[src/rtl/fp_pkg.sv]
`default_nettype none
// ============================================================================
//  Module      : fp_pkg
//  Description : Shared constants and helpers for the floating-point
//                classifier and its round-robin front end.
//  Revision    : 1.0
// ============================================================================
package fp_pkg;

  // Bit positions inside the 5-bit class vector {nan, inf, zero, dnorm, norm}
  localparam int CLS_NAN   = 4;
  localparam int CLS_INF   = 3;
  localparam int CLS_ZERO  = 2;
  localparam int CLS_DNORM = 1;
  localparam int CLS_NORM  = 0;

  // Default field widths (binary64 layout)
  localparam int FP_N_EXP  = 11;
  localparam int FP_N_MAN  = 52;

  // Packed operand width: sign + exponent field + fraction field
  function automatic int op_width(input int n_exp, input int n_man);
    return n_exp + n_man + 1;
  endfunction

  // Default exponent bias for a given exponent field width
  function automatic int fp_bias(input int n_exp);
    return 1 << (n_exp - 1);
  endfunction

  // Default minimum (denormal) exponent for a given bias
  function automatic int fp_emin(input int bias);
    return 1 - bias;
  endfunction

endpackage
`default_nettype wire

[src/rtl/fp_class.sv]
`default_nettype none
// ============================================================================
//  Module      : fp_class
//  Description : Combinational classifier/unpacker for a packed IEEE-style
//                operand. Produces sign, signed unbiased exponent, mantissa
//                with hidden bit and a one-hot class vector.
//  Revision    : 1.0
// ============================================================================
module fp_class
  import fp_pkg::*;
#(
  parameter int N_EXP = FP_N_EXP,
  parameter int N_MAN = FP_N_MAN,
  parameter int BIAS  = fp_bias(N_EXP),
  parameter int EMIN  = fp_emin(BIAS)
) (
  input  logic [op_width(N_EXP, N_MAN)-1:0] i_op,
  output logic                              o_sign,
  output logic [N_EXP+1:0]                  o_exp,
  output logic [N_MAN:0]                    o_man,
  output logic [4:0]                        o_class
);

  localparam int c_OP_W = op_width(N_EXP, N_MAN);
  localparam int c_LZ_W = $clog2(N_MAN + 1);
  localparam int c_E_W  = N_EXP + 2;

  // Exponent arithmetic is done modulo 2^c_E_W; the result reads as signed.
  localparam logic [c_E_W-1:0] c_BIAS_E = c_E_W'(BIAS);
  localparam logic [c_E_W-1:0] c_EMIN_E = c_E_W'(EMIN);

  logic [N_EXP-1:0]  w_field;
  logic [N_MAN-1:0]  w_frac;
  logic              w_exp_max;
  logic              w_exp_zero;
  logic              w_frac_zero;
  logic [c_LZ_W-1:0] w_lz;
  logic              w_lz_found;

  assign o_sign      = i_op[c_OP_W-1];
  assign w_field     = i_op[c_OP_W-2 -: N_EXP];
  assign w_frac      = i_op[N_MAN-1:0];
  assign w_exp_max   = &w_field;
  assign w_exp_zero  = ~|w_field;
  assign w_frac_zero = ~|w_frac;

  // Leading-zero count of the fraction, scanning from the MSB down
  always_comb begin
    w_lz       = '0;
    w_lz_found = 1'b0;
    for (int i = N_MAN - 1; i >= 0; i--) begin
      if (!w_lz_found) begin
        if (w_frac[i]) begin
          w_lz_found = 1'b1;
        end else begin
          w_lz = w_lz + c_LZ_W'(1);
        end
      end
    end
  end

  // Classify and unpack; specials keep the raw field and unshifted fraction
  always_comb begin
    o_class = '0;
    o_exp   = {2'b00, w_field};
    o_man   = {1'b0, w_frac};
    if (w_exp_max) begin
      if (w_frac_zero) begin
        o_class[CLS_INF] = 1'b1;
      end else begin
        o_class[CLS_NAN] = 1'b1;
      end
    end else if (w_exp_zero) begin
      if (w_frac_zero) begin
        o_class[CLS_ZERO] = 1'b1;
      end else begin
        o_class[CLS_DNORM] = 1'b1;
        o_exp = c_EMIN_E - {{(c_E_W - c_LZ_W){1'b0}}, w_lz};
      end
    end else begin
      o_class[CLS_NORM] = 1'b1;
      o_exp = {2'b00, w_field} - c_BIAS_E;
      o_man = {1'b1, w_frac};
    end
  end

endmodule
`default_nettype wire

[src/rtl/fp_class_arb.sv]
`default_nettype none
// ============================================================================
//  Module      : fp_class_arb
//  Description : Round-robin arbiter sharing one fp_class unpacker between
//                N_REQ requesters, with a single registered result stage
//                toward a back-pressurable consumer.
//  Revision    : 1.0
// ============================================================================
module fp_class_arb
  import fp_pkg::*;
#(
  parameter int N_EXP = FP_N_EXP,
  parameter int N_MAN = FP_N_MAN,
  parameter int BIAS  = fp_bias(N_EXP),
  parameter int EMIN  = fp_emin(BIAS),
  parameter int N_REQ = 2,
  parameter int TAG_W = (N_REQ > 1) ? $clog2(N_REQ) : 1
) (
  input  logic                                    clk,
  input  logic                                    rst,
  input  logic [N_REQ-1:0]                        req_valid,
  output logic [N_REQ-1:0]                        req_ready,
  input  logic [N_REQ*op_width(N_EXP, N_MAN)-1:0] req_data,
  output logic                                    out_valid,
  input  logic                                    out_ready,
  output logic [TAG_W-1:0]                        out_tag,
  output logic                                    out_sign,
  output logic [N_EXP+1:0]                        out_exp,
  output logic [N_MAN:0]                          out_man,
  output logic [4:0]                              out_class
);

  localparam int c_OP_W = op_width(N_EXP, N_MAN);

  logic [TAG_W-1:0]  r_ptr;
  logic              r_out_valid;
  logic [TAG_W-1:0]  r_tag;
  logic              r_sign;
  logic [N_EXP+1:0]  r_exp;
  logic [N_MAN:0]    r_man;
  logic [4:0]        r_class;

  logic              w_can_accept;
  logic              w_gnt_any;
  logic [TAG_W-1:0]  w_gnt_idx;
  logic [TAG_W-1:0]  w_ptr_nxt;
  logic              w_xfer;
  logic [N_REQ-1:0]  w_ready;
  logic [c_OP_W-1:0] w_op;
  logic              w_sign;
  logic [N_EXP+1:0]  w_exp;
  logic [N_MAN:0]    w_man;
  logic [4:0]        w_class;

  // The result slot is free when empty or being drained this cycle
  assign w_can_accept = !r_out_valid || out_ready;

  // Circular first-valid search from r_ptr: indices >= ptr first, then wrap
  always_comb begin
    w_gnt_any = 1'b0;
    w_gnt_idx = '0;
    for (int i = 0; i < N_REQ; i++) begin
      if (!w_gnt_any && req_valid[i] && (TAG_W'(i) >= r_ptr)) begin
        w_gnt_any = 1'b1;
        w_gnt_idx = TAG_W'(i);
      end
    end
    for (int i = 0; i < N_REQ; i++) begin
      if (!w_gnt_any && req_valid[i]) begin
        w_gnt_any = 1'b1;
        w_gnt_idx = TAG_W'(i);
      end
    end
  end

  assign w_xfer    = w_gnt_any && w_can_accept && !rst;
  assign w_ptr_nxt = (w_gnt_idx == TAG_W'(N_REQ - 1)) ? '0 : (w_gnt_idx + TAG_W'(1));

  // One-hot accept toward the granted requester only
  always_comb begin
    w_ready = '0;
    for (int i = 0; i < N_REQ; i++) begin
      w_ready[i] = w_xfer && (w_gnt_idx == TAG_W'(i));
    end
  end

  assign req_ready = w_ready;

  // Route the granted requester's operand into the shared classifier
  always_comb begin
    w_op = '0;
    for (int i = 0; i < N_REQ; i++) begin
      if (w_gnt_idx == TAG_W'(i)) begin
        w_op = req_data[i*c_OP_W +: c_OP_W];
      end
    end
  end

  fp_class #(
    .N_EXP (N_EXP),
    .N_MAN (N_MAN),
    .BIAS  (BIAS),
    .EMIN  (EMIN)
  ) u_fp_class (
    .i_op    (w_op),
    .o_sign  (w_sign),
    .o_exp   (w_exp),
    .o_man   (w_man),
    .o_class (w_class)
  );

  // Result register: capture on request transfer, clear on drain-without-refill
  always_ff @(posedge clk) begin
    if (rst) begin
      r_ptr       <= '0;
      r_out_valid <= 1'b0;
      r_tag       <= '0;
      r_sign      <= 1'b0;
      r_exp       <= '0;
      r_man       <= '0;
      r_class     <= '0;
    end else if (w_xfer) begin
      r_ptr       <= w_ptr_nxt;
      r_out_valid <= 1'b1;
      r_tag       <= w_gnt_idx;
      r_sign      <= w_sign;
      r_exp       <= w_exp;
      r_man       <= w_man;
      r_class     <= w_class;
    end else if (r_out_valid && out_ready) begin
      r_out_valid <= 1'b0;
    end
  end

  assign out_valid = r_out_valid;
  assign out_tag   = r_tag;
  assign out_sign  = r_sign;
  assign out_exp   = r_exp;
  assign out_man   = r_man;
  assign out_class = r_class;

endmodule
`default_nettype wire

[config.mk]
export PLATFORM = sky130hd
export DESIGN_NAME = fp_class_arb
export DESIGN_NICKNAME = d
export VERILOG_FILES = /design/src/rtl/fp_pkg.sv /design/src/rtl/fp_class.sv /design/src/rtl/fp_class_arb.sv
export SDC_FILE = /design/constraint.sdc
export NUM_CORES = 1
export LEC_CHECK = 0
export ABC_AREA = 0
export BUFFER_PORTS_ARGS = -buffer_cell sky130_fd_sc_hd__buf_2
export CORE_MARGIN = 1
export CORE_UTILIZATION = 27
export DETAILED_ROUTE_END_ITERATION = 8
export PLACE_DENSITY = 0.45
export SLEW_MARGIN = 30
export SYNTH_ARGS = -nofsm -noshare
export SYNTH_HDL_FRONTEND = slang
export SYNTH_HIERARCHICAL = 1
export SYNTH_SLANG_ARGS = --single-unit
[constraint.sdc]
create_clock -name clk -period 56.7 [get_ports clk]
set_clock_uncertainty 0.05 [all_clocks]
set_input_delay 11.34 -clock clk [delete_from_list [all_inputs] [get_ports clk]]
set_output_delay 11.34 -clock clk [all_outputs]
set_load 0.01 [all_outputs]
* Word-level counts from Yosys, hierarchy flattened *
Index checks and enable logic that the tools add are counted.

cells by class
  add/subtract/negate cells = 54
  order comparisons = 2
  muxes and demuxes = 226
  bitwise gates (word level) = 1
  reduce and logical (&&, ||, !) cells = 20

operators with widths
  operator                count
  $mux 6                  102
  $add 6x1->6 const B     50
  $mux 1                  115
  $mux 53                 2
  $mux 64                 1
  $reduce_or 52->1        1
  $mux 13                 3
  $sub 11x11->12 const B  1
  $sub 11x7->12 const A   1
  $reduce_and 11->1       1
  $reduce_or 11->1        1
  $logic_and 1x1->1       10
  $logic_not 1->1         5
  $mux 2                  2
  $mux 3                  1
  $add 1x1->2 const B     1
  $ge 1x1->1 const A      2
  $reduce_bool 2->1       1
  $add 1x1->1 const B     1
  $logic_or 1x1->1        1
  $not 1->1               1

storage, ports and cells
  flip-flop bits (word level) = 75
  bits of input ports = 133
  output and inout port bits = 76
  word-level logic and storage cells = 310

* Logic depth before layout (Yosys ltp) *
Gate-level depths: netlist of run 1.

  depth in word-level cells = 172
  gate-level depth with buffers = 137
  depth with buffers taken out = 134

* By module *
Netlist of run 1, hierarchy kept.

modules (own cells, without submodules)
  module        times used  cells each  area an instance (µm²)  sequential area each (µm²)
  fp_class      1           1234        8398.1                  0.0
  fp_class_arb  1           415         3798.6                  1501.4

* Least setup slack after synthesis of run 1 *
OpenSTA, ideal clock, no wires.

  path kind = in2reg
  start = in req_valid[0]
  end = reg r_exp[5], in the netlist out_exp[5]
  library setup time = 0.132 ns
  data arrival time = 33.482 ns
  data required time = 56.518 ns
  path slack = 23.036 ns
  stages on the path = 133
  buffers on the path = 4
  path through = inv_2 o21ai_2 buf_2 mux2_2 clkbuf_2 or4_4 and2_1 ha_1 nor4_1 nor4_1 o21ai_0 ha_1 nor3b_1 nor3_1 a211oi_1 o41ai_1 ha_1 clkbuf_1 (+97 left out) nor2_1 ha_1 o21bai_1 a21oi_1 ha_1 nor3_1 a21oi_1 ha_1 nor2b_1 a2111oi_0 o21ai_0 inv_1 ha_1 and3_1 ha_1 a21o_1 nand3b_1 a21oi_1

between the ends
  elaborated cells between the ends (all ways) = 281
  those cells by class = 53 x add/sub; 215 x mux; 13 x reduce/logical

RTL lines
  what                             RTL line             text
  from (decl)                      fp_class_arb.sv:21   input logic [N_REQ-1:0] req_valid,
  $logic_and 1x1->1                fp_class_arb.sv:63   if (!w_gnt_any && req_valid[i] && (TAG_W'(i) >= r_ptr)) begin
  $mux 1                           fp_class_arb.sv:63
  $logic_not 1->1                  fp_class_arb.sv:63
  $logic_and 1x1->1 (2 in series)  fp_class_arb.sv:63
  $mux 1                           fp_class_arb.sv:63
  $logic_not 1->1                  fp_class_arb.sv:69   if (!w_gnt_any && req_valid[i]) begin
  $logic_and 1x1->1                fp_class_arb.sv:69
  $mux 1                           fp_class_arb.sv:69
  (+4 left out)                    n/a
  named net w_op[49]               fp_class_arb.sv:49   logic [c_OP_W-1:0] w_op;
  (+146 left out)                  n/a
  $add 6x1->6                      fp_class.sv:56       w_lz = w_lz + c_LZ_W'(1);
  $mux 6                           fp_class.sv:53       if (w_frac[i]) begin
  $mux 6                           fp_class.sv:52       if (!w_lz_found) begin
  $sub 11x7->12                    fp_class.sv:78       o_exp = c_EMIN_E - {{(c_E_W - c_LZ_W){1'b0}}, w_lz};
  $mux 13 *                        fp_class.sv:74       if (w_frac_zero) begin
  $mux 13 *                        fp_class.sv:73       end else if (w_exp_zero) begin
  $mux 13 *                        fp_class.sv:67       if (w_exp_max) begin
  named net w_exp[5]               fp_class_arb.sv:51   logic [N_EXP+1:0] w_exp;
  to (signal assigned)             fp_class_arb.sv:127  r_exp <= w_exp;
  to (decl)                        fp_class_arb.sv:39   logic [N_EXP+1:0] r_exp;

Mark *: on every way through the listed nets, which the timed path passes. The rest lies on a longest branch.
A chain may end at the register's enable or synchronous reset.

* Final worst setup path of run 1 *
  start = in req_valid[0]
  end = reg r_exp[5], in the netlist out_exp[5]

between the ends
  elaborated cells between the ends (all ways) = 281
  those cells by class = 53 x add/sub; 215 x mux; 13 x reduce/logical

RTL lines
  what                             RTL line
  $logic_and 1x1->1                fp_class_arb.sv:63
  $mux 1                           fp_class_arb.sv:63
  $logic_not 1->1                  fp_class_arb.sv:63
  $logic_and 1x1->1 (2 in series)  fp_class_arb.sv:63
  $mux 1                           fp_class_arb.sv:63
  $logic_not 1->1                  fp_class_arb.sv:69
  $logic_and 1x1->1                fp_class_arb.sv:69
  $mux 1                           fp_class_arb.sv:69
  (+4 left out)                    n/a
  named net w_op[50]               fp_class_arb.sv:49
  (+149 left out)                  n/a
  $add 6x1->6                      fp_class.sv:56
  $mux 6                           fp_class.sv:53
  $mux 6                           fp_class.sv:52
  $sub 11x7->12                    fp_class.sv:78
  $mux 13 *                        fp_class.sv:74
  $mux 13 *                        fp_class.sv:73
  $mux 13 *                        fp_class.sv:67
  named net w_exp[5]               fp_class_arb.sv:51

Marks and branches as above.

==> flow_metrics.tcl, run 1 <==
set metrics [dict create \
    run_status "finished, final reports clean" \
    drt_pass1_iterations 5 \
    fp.dieW_um 215 \
    synthArstFlopShare 0 \
    synth_edf_count 0 \
    totalWireLength_mm 39.3 \
    drcViolationCount 0 \
    cts.reportedPaths.clkPinSlew_ns 0.06 \
    regToRegSetupSlack_ns 30.71 \
    synth_top_cells_by_area "sky130_fd_sc_hd__dfxtp_1, sky130_fd_sc_hd__a21oi_1, sky130_fd_sc_hd__o21ai_0" \
    vias_in_the_first_global_route 11600 \
    drv_slew 0 \
    die-area_um2 46000 \
    dr_total_vias 12100 \
    wire_length_of_the_first_global_routing_pass_mm 63.2 \
    synth.top_cells.by_count "sky130_fd_sc_hd__a21oi_1, sky130_fd_sc_hd__o21ai_0, sky130_fd_sc_hd__nor2_1" \
    timing.critical_path.from_type "input port" \
    finalCriticalPeriod_ns 36.77 \
    gpl.final_weighted_congestion 0.884 \
    timing.max_slew.rel_slack 0.371 \
    grt_util_all_layers 0.168 \
    critical_path.reg2reg.endpoint "out_exp[5]" \
    timing.hold.worst_path_depth 2 \
    post-layout-total-power_uw 222 \
    grt_max_degree 97 \
    post_cts_setup_buffers 0 \
    leakagePower_uw 0.00536 \
    crit_type "input port to flip-flop" \
    timing.fmax_ghz 0.0272 \
    tritoncts_clock_tree "done" \
    min_from "out_man[35]" \
    worst_path_most_repeated_cell "sky130_fd_sc_hd__ha_1" \
    cp-end-kind "flip-flop" \
    cp.buffers_inverters 5 \
    rows 77 \
    setup_repair_after_global_routing_missed_its_margin "no" \
    starting_density_of_the_core 0.275 \
    maxCapViolations 0 \
    grt_overflow_total 0 \
    synth_seq_cells 75 \
    cts-buffers-inserted 9 \
    critPathRequiredTime_ns 56.86 \
    critical-path-max-stage-delay_ns 0.60 \
    htree_num_levels 3 \
    design.final.nets 1918 \
    synth.cell_area_um2 12200 \
    place.port_buffers 208 \
    slowest_stage "sky130_fd_sc_hd__o21ai_4" \
    whs_endpoint "out_man[35]" \
    antennaDiodeCount 0 \
    grt_antenna_before_repair 0 \
    finalHoldViolCount 0 \
    netlist-cell-type-count 95 \
    clk_path_buf_depth 2 \
    yosysWarningCount 6 \
    post_route_cells_drive_above_1_share 0.194 \
    final-setup-viol-count 0 \
    hpwl_mm 30.2 \
    postSynthNetCount 1832 \
    floorplan.io_pins 209 \
    tightest_hold_check_type "flip-flop to flip-flop" \
    worstSkewPairLatency_ns 0.37 \
    reg2regPathDepth 129 \
    clk_root_buffer_cell "sky130_fd_sc_hd__clkbuf_16" \
    viasPerCell 5.18 \
    drt_iter0_markers 699 \
    area_delta_synth_final_pct 11.8 \
    timing_worst_slew_pin_value_ns 0.943 \
    core_um2 44400 \
    setup_tns_ns 0 \
    critPathMaxFanout 21 \
    yosysTopAreaCell "sky130_fd_sc_hd__dfxtp_1" \
    route.detailed.wl_per_inst_um 16.9 \
    power.density_nw_per_um2 16.3 \
    hold_buffers 0 \
    clock_sinks 75 \
    mean_post_synth_cell_area_um2 7.40 \
    synth_top_cell_area_share 0.123 \
    category_of_cells_accounting_for_the_largest_share_of_critical_path_delay "compound AO/OA/AOI/OAI gates" \
    arrival_ns 36.93 \
    postCtsResizedCells 0 \
    die_h_um 215 \
    post-synth-top-count-cell "sky130_fd_sc_hd__a21oi_1" \
    synth_top_flop_cell "sky130_fd_sc_hd__dfxtp_1" \
    ir_worst_vdd_mv 0.0155 \
    yosysSeqAreaShare 0.123 \
    finalCritPeriodShare 0.648 \
    r2r-start "r_ptr" \
    drt.antenna.violating_nets 0 \
    post_synth_inst_count 1649 \
]
## report_power, final
part | leakage (uW) | internal [uW] | switching, uW
clock | 0.000179 | 48.4 | 27.2
combinational | 0.00456 | 34.3 | 53.5
sequential | 0.000620 | 56.8 | 1.86
## how the worst max path moves through the flow
stage / from / cells after the start / slack (ns) / end
after floorplan: req_valid[0] / 133 / 23.04 / out_exp[5]
after global placement: req_valid[0] / 131 / 20.65 / out_exp[5]
after detailed placement: req_valid[0] / 131 / 19.82 / out_exp[5]
after CTS: req_valid[0] / 131 / 20.11 / out_exp[5]
after global routing: req_valid[0] / 131 / 17.85 / out_exp[5]
final: req_valid[0] / 131 / 19.93 / out_exp[5]
## cell usage in the layout (no fill, tap or decap), drive strengths merged, types with 39 or more instances in the layout
cell type,instances
buf,219
a21oi,154
o21ai,143
nor2,139
nand2,129
xnor2,94
mux2,81
nand3b,79
dfxtp,75
nor3,59
ha,50
mux2i,43
nand3,42
inv,39
## cell type report
| class | instances | area, um2 |
|---|---|---|
| multi-input combinational | 1391 | 9740 |
| clock inverter | 5 | 125 |
| timing repair buffer | 219 | 1140 |
| tap | 592 | 741 |
| inverter | 39 | 146 |
| clock buffer | 10 | 239 |
| fill | 4813 | 30800 |
| sequential | 75 | 1500 |
## kinds of logic (layout without fill, tap and decap cells)
logic type | count (synthesis) | after routing | share of synthesized area
flops | 75 | 75 | 0.123
buf+inv | 183 | 273 | 0.0801
simple gates | 654 | 654 | 0.296
xor+xnor | 146 | 146 | 0.139
fa+ha+maj | 52 | 52 | 0.0529
mux | 124 | 124 | 0.111
compound gates | 415 | 415 | 0.198
## metrics by stage
step / std cells / worst slack (ns) / utilization / instance area [um2] / hold slack (ns)
after floorplan: 1649 / 23.04 / - / 12200 / 0.442
after detailed placement: 2315 / 19.82 / 0.298 / 13200 / 0.416
after global placement: 2315 / 20.65 / 0.298 / 13200 / 0.409
final: 2331 / 19.93 / 0.307 / 13600 / 0.422
after CTS: 2330 / 20.11 / 0.306 / 13600 / 0.426
after global routing: 2331 / 17.85 / 0.307 / 13600 / 0.442
## worst register-to-register path, delay by kind of cell (launching register included)
family / cells / cell delay (ns)
xor+xnor: 3 / 0.49
mux: 12 / 2.44
flops: 1 / 0.35
compound gates: 48 / 9.19
simple gates: 39 / 5.70
fa+ha+maj: 24 / 7.37
buf+inv: 3 / 0.25
## sequential cells by signal, indices dropped and copies added (netlist names)
signal / count
out_valid: 1
out_man: 53
out_sign: 1
out_exp: 13
out_class: 5
r_ptr: 1
out_tag: 1
## metal layers
| layer | global-route usage | wire, um | vias to the layer above |
|---|---|---|---|
| met3 | 0.0262 | 1630 | 24 |
| met2 | 0.278 | 18200 | 286 |
| met5 | 0 | 0 | - |
| met4 | 0.0348 | 521 | 0 |
| li1 | - | - | 6074 |
| met1 | 0.229 | 19000 | 5679 |
(Power assumes the default switching activity.)
==> inputs of run 2 (changes only) <==
--- a/config.mk
+++ b/config.mk
@@ -5,12 +5,12 @@
 export SDC_FILE = /design/constraint.sdc
 export NUM_CORES = 1
 export LEC_CHECK = 0
-export ABC_AREA = 0
+export ABC_AREA = 1
 export BUFFER_PORTS_ARGS = -buffer_cell sky130_fd_sc_hd__buf_2
 export CORE_MARGIN = 1
 export CORE_UTILIZATION = 27
 export DETAILED_ROUTE_END_ITERATION = 8
-export PLACE_DENSITY = 0.45
+export PLACE_DENSITY = 0.47
 export SLEW_MARGIN = 30
 export SYNTH_ARGS = -nofsm -noshare
 export SYNTH_HDL_FRONTEND = slang
==> constraint.sdc (replaced) <==
create_clock -name clk -period 29.9 [get_ports clk]
set_clock_uncertainty 0.05 [all_clocks]
set_input_delay 5.98 -clock clk [delete_from_list [all_inputs] [get_ports clk]]
set_output_delay 5.98 -clock clk [all_outputs]
set_load 0.01 [all_outputs]
==> flow_metrics.tcl, run 2 <==
set metrics [dict create \
    n_fill_cell 4592 \
    worst_path_most_repeated_cell "sky130_fd_sc_hd__nand2_1" \
    reg2regPathDepth 153 \
    finalHoldViolCount 0 \
    hold_buffers 0 \
    post-place-ws_ns 2.14 \
    synth.top_cells.by_count "sky130_fd_sc_hd__nand2_1, sky130_fd_sc_hd__nand3_1, sky130_fd_sc_hd__inv_1" \
    grt_overflow_total 0 \
    dr_total_vias 11400 \
    yosysSeqAreaShare 0.137 \
    timing_worst_slew_pin_value_ns 0.889 \
    floorplan.io_pins 209 \
    crit_type "input port to flip-flop" \
    synth_top_cells_by_area "sky130_fd_sc_hd__nand2_1, sky130_fd_sc_hd__dfxtp_1, sky130_fd_sc_hd__nand3_1" \
    post-synth-top-count-cell "sky130_fd_sc_hd__nand2_1" \
    finish.utilization 0.307 \
    antennaDiodeCount 0 \
    worstSetupStartpoint "req_valid[0]" \
    clock_sinks 75 \
    critPathMaxFanout 35 \
    die-area_um2 41300 \
    gpl.final_weighted_congestion 0.815 \
    critical-path-max-stage-delay_ns 0.61 \
    rows 73 \
    synth_edf_count 0 \
    finalCriticalPeriod_ns 27.36 \
    cp-end-kind "flip-flop" \
    die_h_um 203 \
    layout.cells.most_common_list "sky130_fd_sc_hd__nand2_1, sky130_fd_sc_hd__nand3_1, sky130_fd_sc_hd__inv_1" \
    post_synth_inst_count 1918 \
    clk_root_buffer_cell "sky130_fd_sc_hd__clkbuf_16" \
    post_route_cells_drive_above_1_share 0.186 \
    timing.hold.worst_path_depth 2 \
    wire_length_of_the_first_global_routing_pass_mm 50.4 \
    synth_top_cell_area_share 0.248 \
    postCtsResizedCells 0 \
    slowest_stage "sky130_fd_sc_hd__inv_2" \
    synth_top_flop_cell "sky130_fd_sc_hd__dfxtp_1" \
    finalWorstSetupSlack_ns 2.54 \
    post_cts_setup_buffers 0 \
    cts-buffers-inserted 9 \
    yosysTopAreaCell "sky130_fd_sc_hd__nand2_1" \
    final-setup-viol-count 0 \
    tritoncts_clock_tree "done" \
    arrival_ns 27.57 \
    synthArstFlopShare 0 \
    drt.antenna.violating_nets 0 \
    drcViolationCount 0 \
    route.detailed.wl_per_inst_um 11.5 \
    drt_pass1_iterations 6 \
    grt_max_degree 60 \
    mean_post_synth_cell_area_um2 5.70 \
    ir_worst_vdd_mv 0.0218 \
    viasPerCell 4.43 \
    maxCapViolations 0 \
    drv_slew 0 \
    clk_path_buf_depth 2 \
    synth.cell_area_um2 10900 \
    core_um2 39800 \
    starting_density_of_the_core 0.274 \
    critPathRequiredTime_ns 30.12 \
    synth_seq_cells 75 \
    worstSkewPairLatency_ns 0.37 \
    tightest_hold_check_type "flip-flop to flip-flop" \
    r2r-start "r_ptr" \
    timing.fmax_ghz 0.0366 \
    power.density_nw_per_um2 30.1 \
    design.final.nets 2225 \
    finalCritPeriodShare 0.915 \
    cts.reportedPaths.clkPinSlew_ns 0.06 \
    hpwl_mm 23.9 \
    final_common_cell "sky130_fd_sc_hd__nand2_1" \
    min_from "out_man[3]" \
    setup_repair_after_global_routing_missed_its_margin "no" \
    fp.dieW_um 203 \
    leakagePower_uw 0.00734 \
    timing.critical_path.from_type "input port" \
    grt_util_all_layers 0.148 \
    setup_tns_ns 0 \
    grt_antenna_before_repair 0 \
    drt_iter0_markers 530 \
    largest_register_ffs 53 \
    place.port_buffers 208 \
    htree_num_levels 3 \
    netlist-cell-type-count 46 \
    yosysWarningCount 6 \
    vias_in_the_first_global_route 10800 \
    postSynthNetCount 2101 \
    totalWireLength_mm 29.6 \
    run_status "finished, final reports clean" \
    area_delta_synth_final_pct 11.9 \
    timing.max_slew.rel_slack 0.407 \
]
run 2: cell types whose count changed in the layout (fill, tap and decap cells not counted), sizes merged, moves of 73 or more:
cell | before | now
inv | 39 | 296
nand2 | 129 | 728
xnor2 | 94 | 6
nand3b | 79 | 6
a21oi | 154 | 32
o21ai | 143 | 35
nand3 | 42 | 329
mux2 | 81 | 0
run 2: worst paths after layout:
kind / endpoint / slack (ns)
worst min-delay path: out_man[3] / 0.40
worst max-delay path: out_exp[5] / 2.54
worst min register to register: out_man[3] / 0.40
worst max register to register: out_exp[5] / 7.82
run 2: final cells by class:
type                       instances  area, um2  share of cell area
tap                              525        657              0.0537
multi-input combinational       1441       7490               0.612
sequential                        75       1500               0.123
clock buffer                      12        236              0.0193
inverter                         300       1200              0.0981
timing repair buffer             215       1090              0.0894
clock inverter                     4       51.3             0.00420
run 2: power by group:
part | switching (uW) | total, uW | leakage, uW | internal (uW)
clock network | 49.7 | 114 | 0.000137 | 64.8
registers | 6.55 | 117 | 0.000622 | 110
logic | 90.2 | 137 | 0.00658 | 46.6
run 2: per-layer routing:
metal | GRT usage | wire, um | up-vias
met5 | 0 | 0 | -
met2 | 0.246 | 13300 | 159
li1 | - | - | 6231
met1 | 0.194 | 14800 | 4969
met3 | 0.0251 | 939 | 27
met4 | 0.0446 | 570 | 0
run 2: logic make-up (layout without fill, tap and decap cells):
logic type,after synthesis,count (layout),share of synthesized area
adders and majority gates,50,50,0.0573
DFF,75,75,0.137
xor gates and xnor gates,30,30,0.0254
and+or+nand+nor,1276,1276,0.556
AOI/OAI and AO/OA,84,84,0.0431
muxes,1,1,0.000916
buffers and inverters,402,531,0.180
run 2: critical path: cells and delay by family:
| family | cells | cell delay [ns] |
|---|---|---|
| AOI/OAI and AO/OA | 22 | 2.85 |
| xor gates and xnor gates | 1 | 0.14 |
| adders and majority gates | 28 | 6.98 |
| buffers and inverters | 22 | 2.33 |
| and+or+nand+nor | 80 | 9.25 |
run 2: metrics by stage:
step	hold slack [ns]	power (uW)	cell area [um2]	cells
after CTS	0.407	376	12200	2572
after floorplan	0.388	224	10900	1918
after global placement	0.396	255	11900	2556
final	0.405	368	12200	2572
after detailed placement	0.399	257	11900	2556
after global routing	0.422	401	12200	2572
==> inputs of run 3 (changes only) <==
--- a/config.mk
+++ b/config.mk
@@ -7,6 +7,7 @@
 export LEC_CHECK = 0
 export ABC_AREA = 1
 export BUFFER_PORTS_ARGS = -buffer_cell sky130_fd_sc_hd__buf_2
+export CORE_ASPECT_RATIO = 1.2
 export CORE_MARGIN = 1
 export CORE_UTILIZATION = 27
 export DETAILED_ROUTE_END_ITERATION = 8
@@ -16,3 +17,4 @@
 export SYNTH_HDL_FRONTEND = slang
 export SYNTH_HIERARCHICAL = 1
 export SYNTH_SLANG_ARGS = --single-unit
+export TNS_END_PERCENT = 100
==> flow_metrics.tcl, run 3 (same netlist as run 2, synthesis figures left out) <==
set metrics [dict create \
    floorplan.io_pins 209 \
    slowest_stage "sky130_fd_sc_hd__inv_2" \
    area_delta_synth_final_pct 12.1 \
    crit_type "input port to flip-flop" \
    min_from "out_man[4]" \
    rows 80 \
    tritoncts_clock_tree "done" \
    maxCapViolations 0 \
    tightest_hold_check_type "flip-flop to flip-flop" \
    grt_max_degree 76 \
    cts.reportedPaths.clkPinSlew_ns 0.07 \
    starting_density_of_the_core 0.274 \
    post-place-ws_ns 2.14 \
    hold_buffers 0 \
    r2r-start "r_ptr" \
    postCtsResizedCells 0 \
    vias_in_the_first_global_route 10800 \
    core_um2 39800 \
    ir_worst_vdd_mv 0.0284 \
    grt_util_all_layers 0.149 \
    critPathMaxFanout 35 \
    critical-path-max-stage-delay_ns 0.59 \
    timing.critical_path.from_type "input port" \
    largest_register_ffs 53 \
    clk_root_buffer_cell "sky130_fd_sc_hd__clkbuf_16" \
    final_common_cell "sky130_fd_sc_hd__nand2_1" \
    grt_overflow_total 0 \
    dr_total_vias 11400 \
    worst_path_most_repeated_cell "sky130_fd_sc_hd__nand2_1" \
    design.final.nets 2226 \
    htree_num_levels 3 \
    drt_iter0_markers 479 \
    die-area_um2 41300 \
    layout.cells.most_common_list "sky130_fd_sc_hd__nand2_1, sky130_fd_sc_hd__nand3_1, sky130_fd_sc_hd__inv_1" \
    totalWireLength_mm 30.0 \
    route.detailed.wl_per_inst_um 11.6 \
    worstSetupStartpoint "req_valid[0]" \
    cts-buffers-inserted 9 \
    leakagePower_uw 0.00735 \
    fp.dieW_um 186 \
    hold_ws_ns 0.403 \
    post_route_cells_drive_above_1_share 0.188 \
    drt_pass1_iterations 5 \
    finalHoldViolCount 0 \
    finalCriticalPeriod_ns 27.30 \
    grt_antenna_before_repair 0 \
    power.density_nw_per_um2 29.8 \
    arrival_ns 27.51 \
    timing.max_slew.rel_slack 0.406 \
    n_fill_cell 4591 \
    post-layout-total-power_uw 365 \
    final-setup-viol-count 0 \
    setup_repair_after_global_routing_missed_its_margin "no" \
    gpl.final_weighted_congestion 0.817 \
    wire_length_of_the_first_global_routing_pass_mm 50.3 \
    hpwl_mm 24.5 \
    clock_sinks 75 \
    timing_worst_slew_pin_value_ns 0.891 \
    viasPerCell 4.43 \
    die_h_um 222 \
    timing.fmax_ghz 0.0366 \
    place.port_buffers 208 \
    worstSkewPairLatency_ns 0.37 \
    finish.utilization 0.307 \
    critPathRequiredTime_ns 30.12 \
    finalWorstSetupSlack_ns 2.60 \
    finalCritPeriodShare 0.913 \
    cp-end-kind "flip-flop" \
    setup_tns_ns 0 \
    post_cts_setup_buffers 0 \
    clk_path_buf_depth 2 \
    drt.antenna.violating_nets 0 \
    drcViolationCount 0 \
    run_status "finished, final reports clean" \
    drv_slew 0 \
]
-- run 3: metrics by stage --
stage | cell area (um2) | std cells
after global routing | 12200 | 2581
after floorplan | 10900 | 1918
after CTS | 12200 | 2581
after detailed placement | 12000 | 2565
final | 12200 | 2582
after global placement | 12000 | 2565
-- run 3: critical path: cells and delay by family --
family,cells,cell delay [ns]
AND/OR/NAND/NOR,80,9.38
adder cells (fa/ha/maj),28,6.97
buffers and inverters,22,2.14
XOR/XNOR,1,0.14
AO/OA/AOI/OAI,22,2.82
-- run 3: routing by layer --
| layer | vias up | GRT usage | wire (um) |
|---|---|---|---|
| met2 | 126 | 0.273 | 14900 |
| met3 | 17 | 0.0113 | 576 |
| li1 | 6242 | - | - |
| met5 | - | 0 | 0 |
| met1 | 5056 | 0.181 | 14100 |
| met4 | 0 | 0.0471 | 428 |
-- run 3: layout make-up --
type / count / area, um2 / share of cell area
multi-input cells: 1441 / 7480 / 0.611
flip-flops and latches: 75 / 1500 / 0.123
inverters: 300 / 1200 / 0.0980
repair buffers: 216 / 1100 / 0.0902
well taps: 533 / 667 / 0.0545
clock buffers: 10 / 239 / 0.0195
clock inverters: 6 / 48.8 / 0.00398
diodes: 1 / 2.50 / 0.000204
-- run 3: power breakdown --
group	leakage, uW	internal [uW]	total, uW	switching [uW]
clock	0.000143	59.3	112	52.6
combinational	0.00658	46.7	138	90.8
sequential	0.000622	110	116	6.01
-- run 3: final timing paths --
path	to	slack [ns]	cells after the start
setup reg to reg	out_exp[5]	7.96	153
hold reg to reg	out_man[4]	0.40	2
setup / recovery	out_exp[5]	2.60	153
hold / removal	out_man[4]	0.40	2
